File: src/rtl/pwm_capture_if.sv
// Sample/measurement bundle between a PWM sample source and pwm_capture.
// The master drives the enable and sample words; the slave (the capture block)
// returns the measurement results and the single-cycle event pulses.
interface pwm_capture_if #(
   parameter int HRBITS   = 3,
   parameter int PRD_BITS = 16
);
   localparam int W     = 1 << HRBITS;
   localparam int CNT_W = PRD_BITS + HRBITS;

   logic             en;
   logic [W-1:0]     din;
   logic [CNT_W-1:0] period;
   logic [CNT_W-1:0] high_time;
   logic             valid;
   logic             timeout;
   logic             glitch;

   modport master (
      output en, din,
      input  period, high_time, valid, timeout, glitch
   );

   modport slave (
      input  en, din,
      output period, high_time, valid, timeout, glitch
   );
endinterface

File: src/rtl/pwm_capture.sv
// PWM capture: measures period and high time of an incoming PWM waveform that
// arrives as 2^HRBITS samples per clock (bit 0 earliest). Results are in sample
// units, rising edge to rising edge, and are reported with a one-clock valid.
module pwm_capture #(
   parameter int HRBITS   = 3,
   parameter int PRD_BITS = 16,
   parameter int TIMEOUT  = 'hffff
) (
   input  logic           clk,
   input  logic           rst,
   pwm_capture_if.slave   bus
);
   localparam int W     = 1 << HRBITS;
   localparam int CNT_W = PRD_BITS + HRBITS;

   typedef enum logic {SEARCH, MEASURE} state_t;

   state_t              state_reg, state_next;
   logic                prev_bit_reg;
   logic [CNT_W-1:0]    per_acc_reg, per_acc_next;
   logic [CNT_W-1:0]    hi_acc_reg, hi_acc_next;
   logic [PRD_BITS-1:0] cyc_reg, cyc_next;
   logic [CNT_W-1:0]    period_reg, period_next;
   logic [CNT_W-1:0]    high_time_reg, high_time_next;
   logic                valid_reg, valid_next;
   logic                timeout_reg, timeout_next;
   logic                glitch_reg, glitch_next;

   logic [W-1:0]        rise;
   logic [W-1:0]        din_lo;
   logic                any_edge;
   logic                multi_edge;
   logic [HRBITS-1:0]   p0;
   logic [HRBITS:0]     pop_all;
   logic [HRBITS:0]     pop_lo;
   logic [HRBITS:0]     pop_hi;

   function automatic logic [HRBITS:0] popcount(input logic [W-1:0] v);
      logic [HRBITS:0] sum;
      sum = '0;
      for (int i = 0; i < W; i++) begin
         sum = sum + {{HRBITS{1'b0}}, v[i]};
      end
      return sum;
   endfunction

   // Rising-edge map: each sample compared with the one just before it; sample 0
   // looks back at the last sample of the previous word.
   genvar gi;
   generate
      for (gi = 0; gi < W; gi++) begin : g_rise
         if (gi == 0) begin : g_first
            assign rise[gi] = bus.din[gi] & ~prev_bit_reg;
         end else begin : g_rest
            assign rise[gi] = bus.din[gi] & ~bus.din[gi-1];
         end
      end
   endgenerate

   // More than one set bit in the edge map means two edges landed in one word.
   assign any_edge   = |rise;
   assign multi_edge = |(rise & (rise - W'(1)));

   // Position of the earliest rising edge in the word.
   always_comb begin
      p0 = '0;
      for (int i = W - 1; i >= 0; i--) begin
         if (rise[i]) begin
            p0 = HRBITS'(i);
         end
      end
   end

   // Samples strictly before the edge belong to the finishing cycle; the rest
   // (edge sample included) start the new one.
   generate
      for (gi = 0; gi < W; gi++) begin : g_lo
         assign din_lo[gi] = bus.din[gi] & (p0 > HRBITS'(gi));
      end
   endgenerate

   assign pop_all = popcount(bus.din);
   assign pop_lo  = popcount(din_lo);
   assign pop_hi  = pop_all - pop_lo;

   // Next-state and result logic; priority is enable, then glitch, then edge,
   // then timeout.
   always_comb begin
      state_next     = state_reg;
      per_acc_next   = per_acc_reg;
      hi_acc_next    = hi_acc_reg;
      cyc_next       = cyc_reg;
      period_next    = period_reg;
      high_time_next = high_time_reg;
      valid_next     = 1'b0;
      timeout_next   = 1'b0;
      glitch_next    = 1'b0;

      if (!bus.en) begin
         state_next = SEARCH;
      end else if (multi_edge) begin
         glitch_next = 1'b1;
         state_next  = SEARCH;
      end else if (state_reg == SEARCH) begin
         if (any_edge) begin
            state_next   = MEASURE;
            per_acc_next = CNT_W'(W) - CNT_W'(p0);
            hi_acc_next  = CNT_W'(pop_hi);
            cyc_next     = '0;
         end
      end else begin
         if (any_edge) begin
            period_next    = per_acc_reg + CNT_W'(p0);
            high_time_next = hi_acc_reg + CNT_W'(pop_lo);
            valid_next     = 1'b1;
            per_acc_next   = CNT_W'(W) - CNT_W'(p0);
            hi_acc_next    = CNT_W'(pop_hi);
            cyc_next       = '0;
         end else if (cyc_reg == PRD_BITS'(TIMEOUT - 1)) begin
            timeout_next = 1'b1;
            state_next   = SEARCH;
         end else begin
            per_acc_next = per_acc_reg + CNT_W'(W);
            hi_acc_next  = hi_acc_reg + CNT_W'(pop_all);
            cyc_next     = cyc_reg + PRD_BITS'(1);
         end
      end
   end

   // State, accumulators and registered outputs.
   always_ff @(posedge clk or posedge rst) begin
      if (rst) begin
         state_reg     <= SEARCH;
         prev_bit_reg  <= 1'b0;
         per_acc_reg   <= '0;
         hi_acc_reg    <= '0;
         cyc_reg       <= '0;
         period_reg    <= '0;
         high_time_reg <= '0;
         valid_reg     <= 1'b0;
         timeout_reg   <= 1'b0;
         glitch_reg    <= 1'b0;
      end else begin
         state_reg     <= state_next;
         prev_bit_reg  <= bus.din[W-1];
         per_acc_reg   <= per_acc_next;
         hi_acc_reg    <= hi_acc_next;
         cyc_reg       <= cyc_next;
         period_reg    <= period_next;
         high_time_reg <= high_time_next;
         valid_reg     <= valid_next;
         timeout_reg   <= timeout_next;
         glitch_reg    <= glitch_next;
      end
   end

   assign bus.period    = period_reg;
   assign bus.high_time = high_time_reg;
   assign bus.valid     = valid_reg;
   assign bus.timeout   = timeout_reg;
   assign bus.glitch    = glitch_reg;

endmodule
File: src/flat_wrapper.sv
// flat-port wrapper written by rule: the top's interface ports become plain ports
module pwm_capture_flat 
#(
   parameter int HRBITS   = 3,
   parameter int PRD_BITS = 16,
   parameter int TIMEOUT  = 'hffff
)
  (clk, rst, bus_en, bus_din, bus_period, bus_high_time, bus_valid, bus_timeout, bus_glitch);
  pwm_capture_if #(.HRBITS(HRBITS), .PRD_BITS(PRD_BITS)) bus_i ();
  input  logic clk;
  input  logic rst;
  input wire logic [$bits(bus_i.en)-1:0] bus_en;
  input wire logic [$bits(bus_i.din)-1:0] bus_din;
  output wire logic [$bits(bus_i.period)-1:0] bus_period;
  output wire logic [$bits(bus_i.high_time)-1:0] bus_high_time;
  output wire logic [$bits(bus_i.valid)-1:0] bus_valid;
  output wire logic [$bits(bus_i.timeout)-1:0] bus_timeout;
  output wire logic [$bits(bus_i.glitch)-1:0] bus_glitch;
  assign bus_i.en = bus_en;
  assign bus_i.din = bus_din;
  assign bus_period = bus_i.period;
  assign bus_high_time = bus_i.high_time;
  assign bus_valid = bus_i.valid;
  assign bus_timeout = bus_i.timeout;
  assign bus_glitch = bus_i.glitch;
  pwm_capture #(.HRBITS(HRBITS), .PRD_BITS(PRD_BITS), .TIMEOUT(TIMEOUT)) u_core (.clk(clk), .rst(rst), .bus(bus_i));
endmodule
File: config.mk
export PLATFORM = sky130hd
export DESIGN_NAME = pwm_capture_flat
export DESIGN_NICKNAME = d
export VERILOG_FILES = /design/src/rtl/pwm_capture_if.sv /design/src/rtl/pwm_capture.sv /design/src/flat_wrapper.sv
export SDC_FILE = /design/constraint.sdc
export NUM_CORES = 1
export LEC_CHECK = 0
export CORE_MARGIN = 3
export CORE_UTILIZATION = 53
export DETAILED_ROUTE_END_ITERATION = 10
export PLACE_DENSITY_LB_ADDON = 0.15
export SLEW_MARGIN = 20
export SYNTH_ARGS = -nofsm -noshare
export SYNTH_HDL_FRONTEND = slang
export SYNTH_SLANG_ARGS = --single-unit
File: constraint.sdc
create_clock -name clk -period 5.1 [get_ports clk]
set_clock_uncertainty 0.15 [all_clocks]
set_input_delay 1.02 -clock clk [delete_from_list [all_inputs] [get_ports clk]]
set_output_delay 1.02 -clock clk [all_outputs]
set_load 0.03 [all_outputs]
==> results.md <==
* Run status: finished, violations left
* Failing checks: setup timing
* Post-synthesis async set-or-reset flop share at 100%
* Final setup vio count at 21
* Post-synth EDFFs at 0
* GRT Total Usage at 23.5%
* Crit start category: primary input
* Initial DRC Count at 326
* Via/cell ratio at 5.87
* Leakage power at 3.45 nW
* CP Depth at 22
* Core area at 11,100 um2
* Critical path's slowest cell: fa_2
* DR WL/cell at 16.7 um
* Syn Inst Count at 629
* Largest net degree at the start of global routing at 86
* Sw frac at 32.6%
* Max Transition Viols Final at 0
* Seq pwr share at 34.9%
* Power Density at 326 nW/um2
* Setup slack, reg-to-reg at 60 ps
* Port Buf Inserts at 51
* Critical path arrival at 5800 ps
* Seq cells post-synth at 97
* Full die area at 12,900 um2
* Hpwl dp at 10.7 mm
* Worst slew pin tran at 874 ps
* Hold Vio Cnt, Final at 0
* Antenna Cells at 0
* Fill cells at 799
* Max Fclk at 0.175 GHz
* Slew HR at 41.4%
* Max_cap viols at 0
* Maximum clock path buffer count at 2
* Avg Cell Area, Syn at 9.75 um2
* CTS Buf Count at 9
* Hold crit path type: flop to flop
* Area delta synth->final at 29.2%
* Netlist Area Pre-Place at 6130 um2
* Hold Path Cell Cnt at 1
* Pre-Repair DR Iteration Count at 5
* Sw power at 0.841 mW
* Hold WS at 333 ps
* Detail Route Antenna Nets at 0
* DRT Wirelength at 14.7 mm
* Post-route setup slack at -616 ps
* GP Congestion at 0.939
* First-pass GRT wire length at 24.4 mm
* Unique masters post-synth at 59
* Initial Util at 55.4%
* Comb pwr share at 36.3%
* CTS Root Cell: clkbuf_16
* Ys flop type: dfrtp_1
* Critical path's most frequent cell: fa_2
* Die Wd at 114 um
* Seq/Total Area, Yosys at 39.6%
* Final nets at 784
* Crit path max-delay family: adder cells
* Number of global-route vias before repair at 5,009
* Die H at 114 um
* Worst-path clk slew at 60 ps
* Crit path kind: primary input to flop
* Clk pwr share at 28.8%
* CTS tree: built
* Post-Syn Nets at 680
* Clock Latency Late Sink at 350 ps
* Hold_buf cts at 0
* Pint at 1.74 mW
* Crit share post-route at 112%
* Htree depth at 3
* Setup crit end kind: flop
* Grt ovf at 0
* Critical path buffer and inverter count at 5
* Io pins at 52
* Fin crit period at 5720 ps
* Crit-path max FO at 4
* Critical-path cell list: buf_4 -> inv_4 -> ha_4 -> or4_4 -> nor2_4 -> inv_2 -> ha_4 -> nor2_2 -> ha_1 -> inv_2 -> fa_1 -> fa_1 -> fa_2 -> fa_2 -> inv_4 -> fa_2 -> a21o_1 -> a21oi_4 -> nand2b_4 -> nor2_4 -> xor2_1 -> mux2_4
* Maximum vdd drop at 0.238 mV
* Vias at 5,147
* Clk sinks at 97
* Layout cells sized above 1 at 23.7%
* Total power at 2.58 mW
* RSZ-0062 raised after global routing: yes
* Initial antenna violation count at 0
* Reg2reg path depth at 20
* Critical Path RT at 5180 ps
* Number of cell rows at 38
* Critical Path Max Stage Delay at 580 ps
* DRC at 0
* Synth warn at 0
placed cells by master (no fill, tap or decap), types with 22 or more instances in the layout:
cell / count
a21oi_1: 39
buf_4: 57
clkdlybuf4s50_1: 43
dfrtp_1: 97
ha_1: 22
inv_1: 30
nand2_1: 49
nand3_1: 25
nor2_1: 30
o21ai_0: 25
xnor2_1: 24
routing by layer:
layer	wire length (um)	track usage [%]	share of wire, %	vias to the layer above
met5	0	0	0	-
met1	6650	32.1	45	2520
met3	586	3.98	4.0	24
li1	-	-	-	2469
met4	319	8.49	2.2	0
met2	7130	38.0	49	134
cell usage after synthesis, types with 3 or more instances:
cell | count | area share (%)
a21o_1 | 8 | 0.98
a21oi_1 | 43 | 3.5
a31oi_1 | 3 | 0.31
and2_1 | 5 | 0.51
and3_1 | 9 | 0.92
buf_2 | 6 | 0.49
buf_4 | 3 | 0.37
buf_6 | 3 | 0.55
clkbuf_1 | 11 | 0.67
dfrtp_1 | 97 | 40
fa_1 | 12 | 3.9
ha_1 | 28 | 5.7
inv_1 | 36 | 2.2
mux2_1 | 30 | 5.5
mux2_2 | 9 | 1.7
nand2_1 | 51 | 3.1
nand2b_1 | 4 | 0.41
nand3_1 | 29 | 2.4
nand4_1 | 11 | 1.1
nor2_1 | 37 | 2.3
nor2b_1 | 9 | 0.92
nor3_1 | 8 | 0.65
nor4_1 | 8 | 0.82
o211ai_1 | 3 | 0.37
o21a_1 | 3 | 0.37
o21ai_0 | 28 | 2.3
o21ai_1 | 3 | 0.24
o31ai_1 | 20 | 2.4
o41ai_1 | 3 | 0.43
or2_2 | 3 | 0.31
or3_1 | 18 | 1.8
or4_1 | 14 | 1.7
xnor2_1 | 29 | 4.1
xor2_1 | 13 | 1.9
what timing repair did:
action | CTS | global route
endpoints found under the setup margin | 35 | 24
pin swaps | 29 | 19
setup buffers | 9 | 3
resized for setup | 65 | 26
endpoints found under the hold margin | 0 | 0
power by group through the flow:
stage | sequential, mW | clock, mW | combinational [mW]
floorplan | 0.974 | 0 | 0.468
global placement | 0.905 | 0 | 0.823
detailed placement | 0.911 | 0 | 0.851
CTS | 0.897 | 0.762 | 0.903
global route | 0.912 | 0.789 | 1.03
finish | 0.902 | 0.744 | 0.936
logic make-up after synthesis:
group / share of synthesized area, %
buffers and inverters: 4.41
AO/OA/AOI/OAI: 13.6
XOR/XNOR: 6.00
flip-flops: 39.6
AND/OR/NAND/NOR: 19.7
multiplexers: 7.16
adder cells (fa/ha/maj): 9.63
worst register-to-register path, stage by stage, from the launching register on:
cell      delay [ps]
dfrtp_1          330
nor2b_1           50
or4_4            440
nor2_4           110
inv_2             70
ha_4             160
nor2_2            70
ha_1             230
inv_2             60
fa_1             430
fa_1             480
fa_2             380
fa_2             580
inv_4             60
fa_2             350
a21o_1           190
a21oi_4          150
nand2b_4         190
nor2_4            40
xor2_1           140
mux2_4           270
through the flow:
stage	worst slack (ps)	cells	util (%)	cell area [um2]	TNS [ps]
floorplan	-780	629	-	6270	-11590
global placement	-1340	851	65.8	7280	-31360
detailed placement	-1460	851	65.8	7280	-36250
CTS	-740	874	70.4	7800	-11910
global route	-737	877	71.5	7930	-12190
finish	-616	877	71.5	7930	-9630
layout make-up:
type                       instances  area (um2)  area share [%]
multi-input combinational        471        3810            48.0
timing repair buffer             117        1040            13.1
sequential                        97        2430            30.6
tap                              140         175            2.21
inverter                          37         149            1.88
clock buffer                      11         253            3.19
clock inverter                     4        76.3           0.963
final timing paths:
path                                      start                       end
setup / recovery                     bus_din[0]  u_core.bus.high_time[10]
hold / removal             u_core.bus.period[7]      u_core.bus.period[7]
setup reg to reg            u_core.prev_bit_reg  u_core.bus.high_time[10]
hold reg to reg            u_core.bus.period[7]      u_core.bus.period[7]
max in group asynchronous                   rst     u_core.hi_acc_reg[18]
min in group asynchronous                   rst     u_core.bus.period[17]
Note: power is estimated with default switching activity, not from simulation.
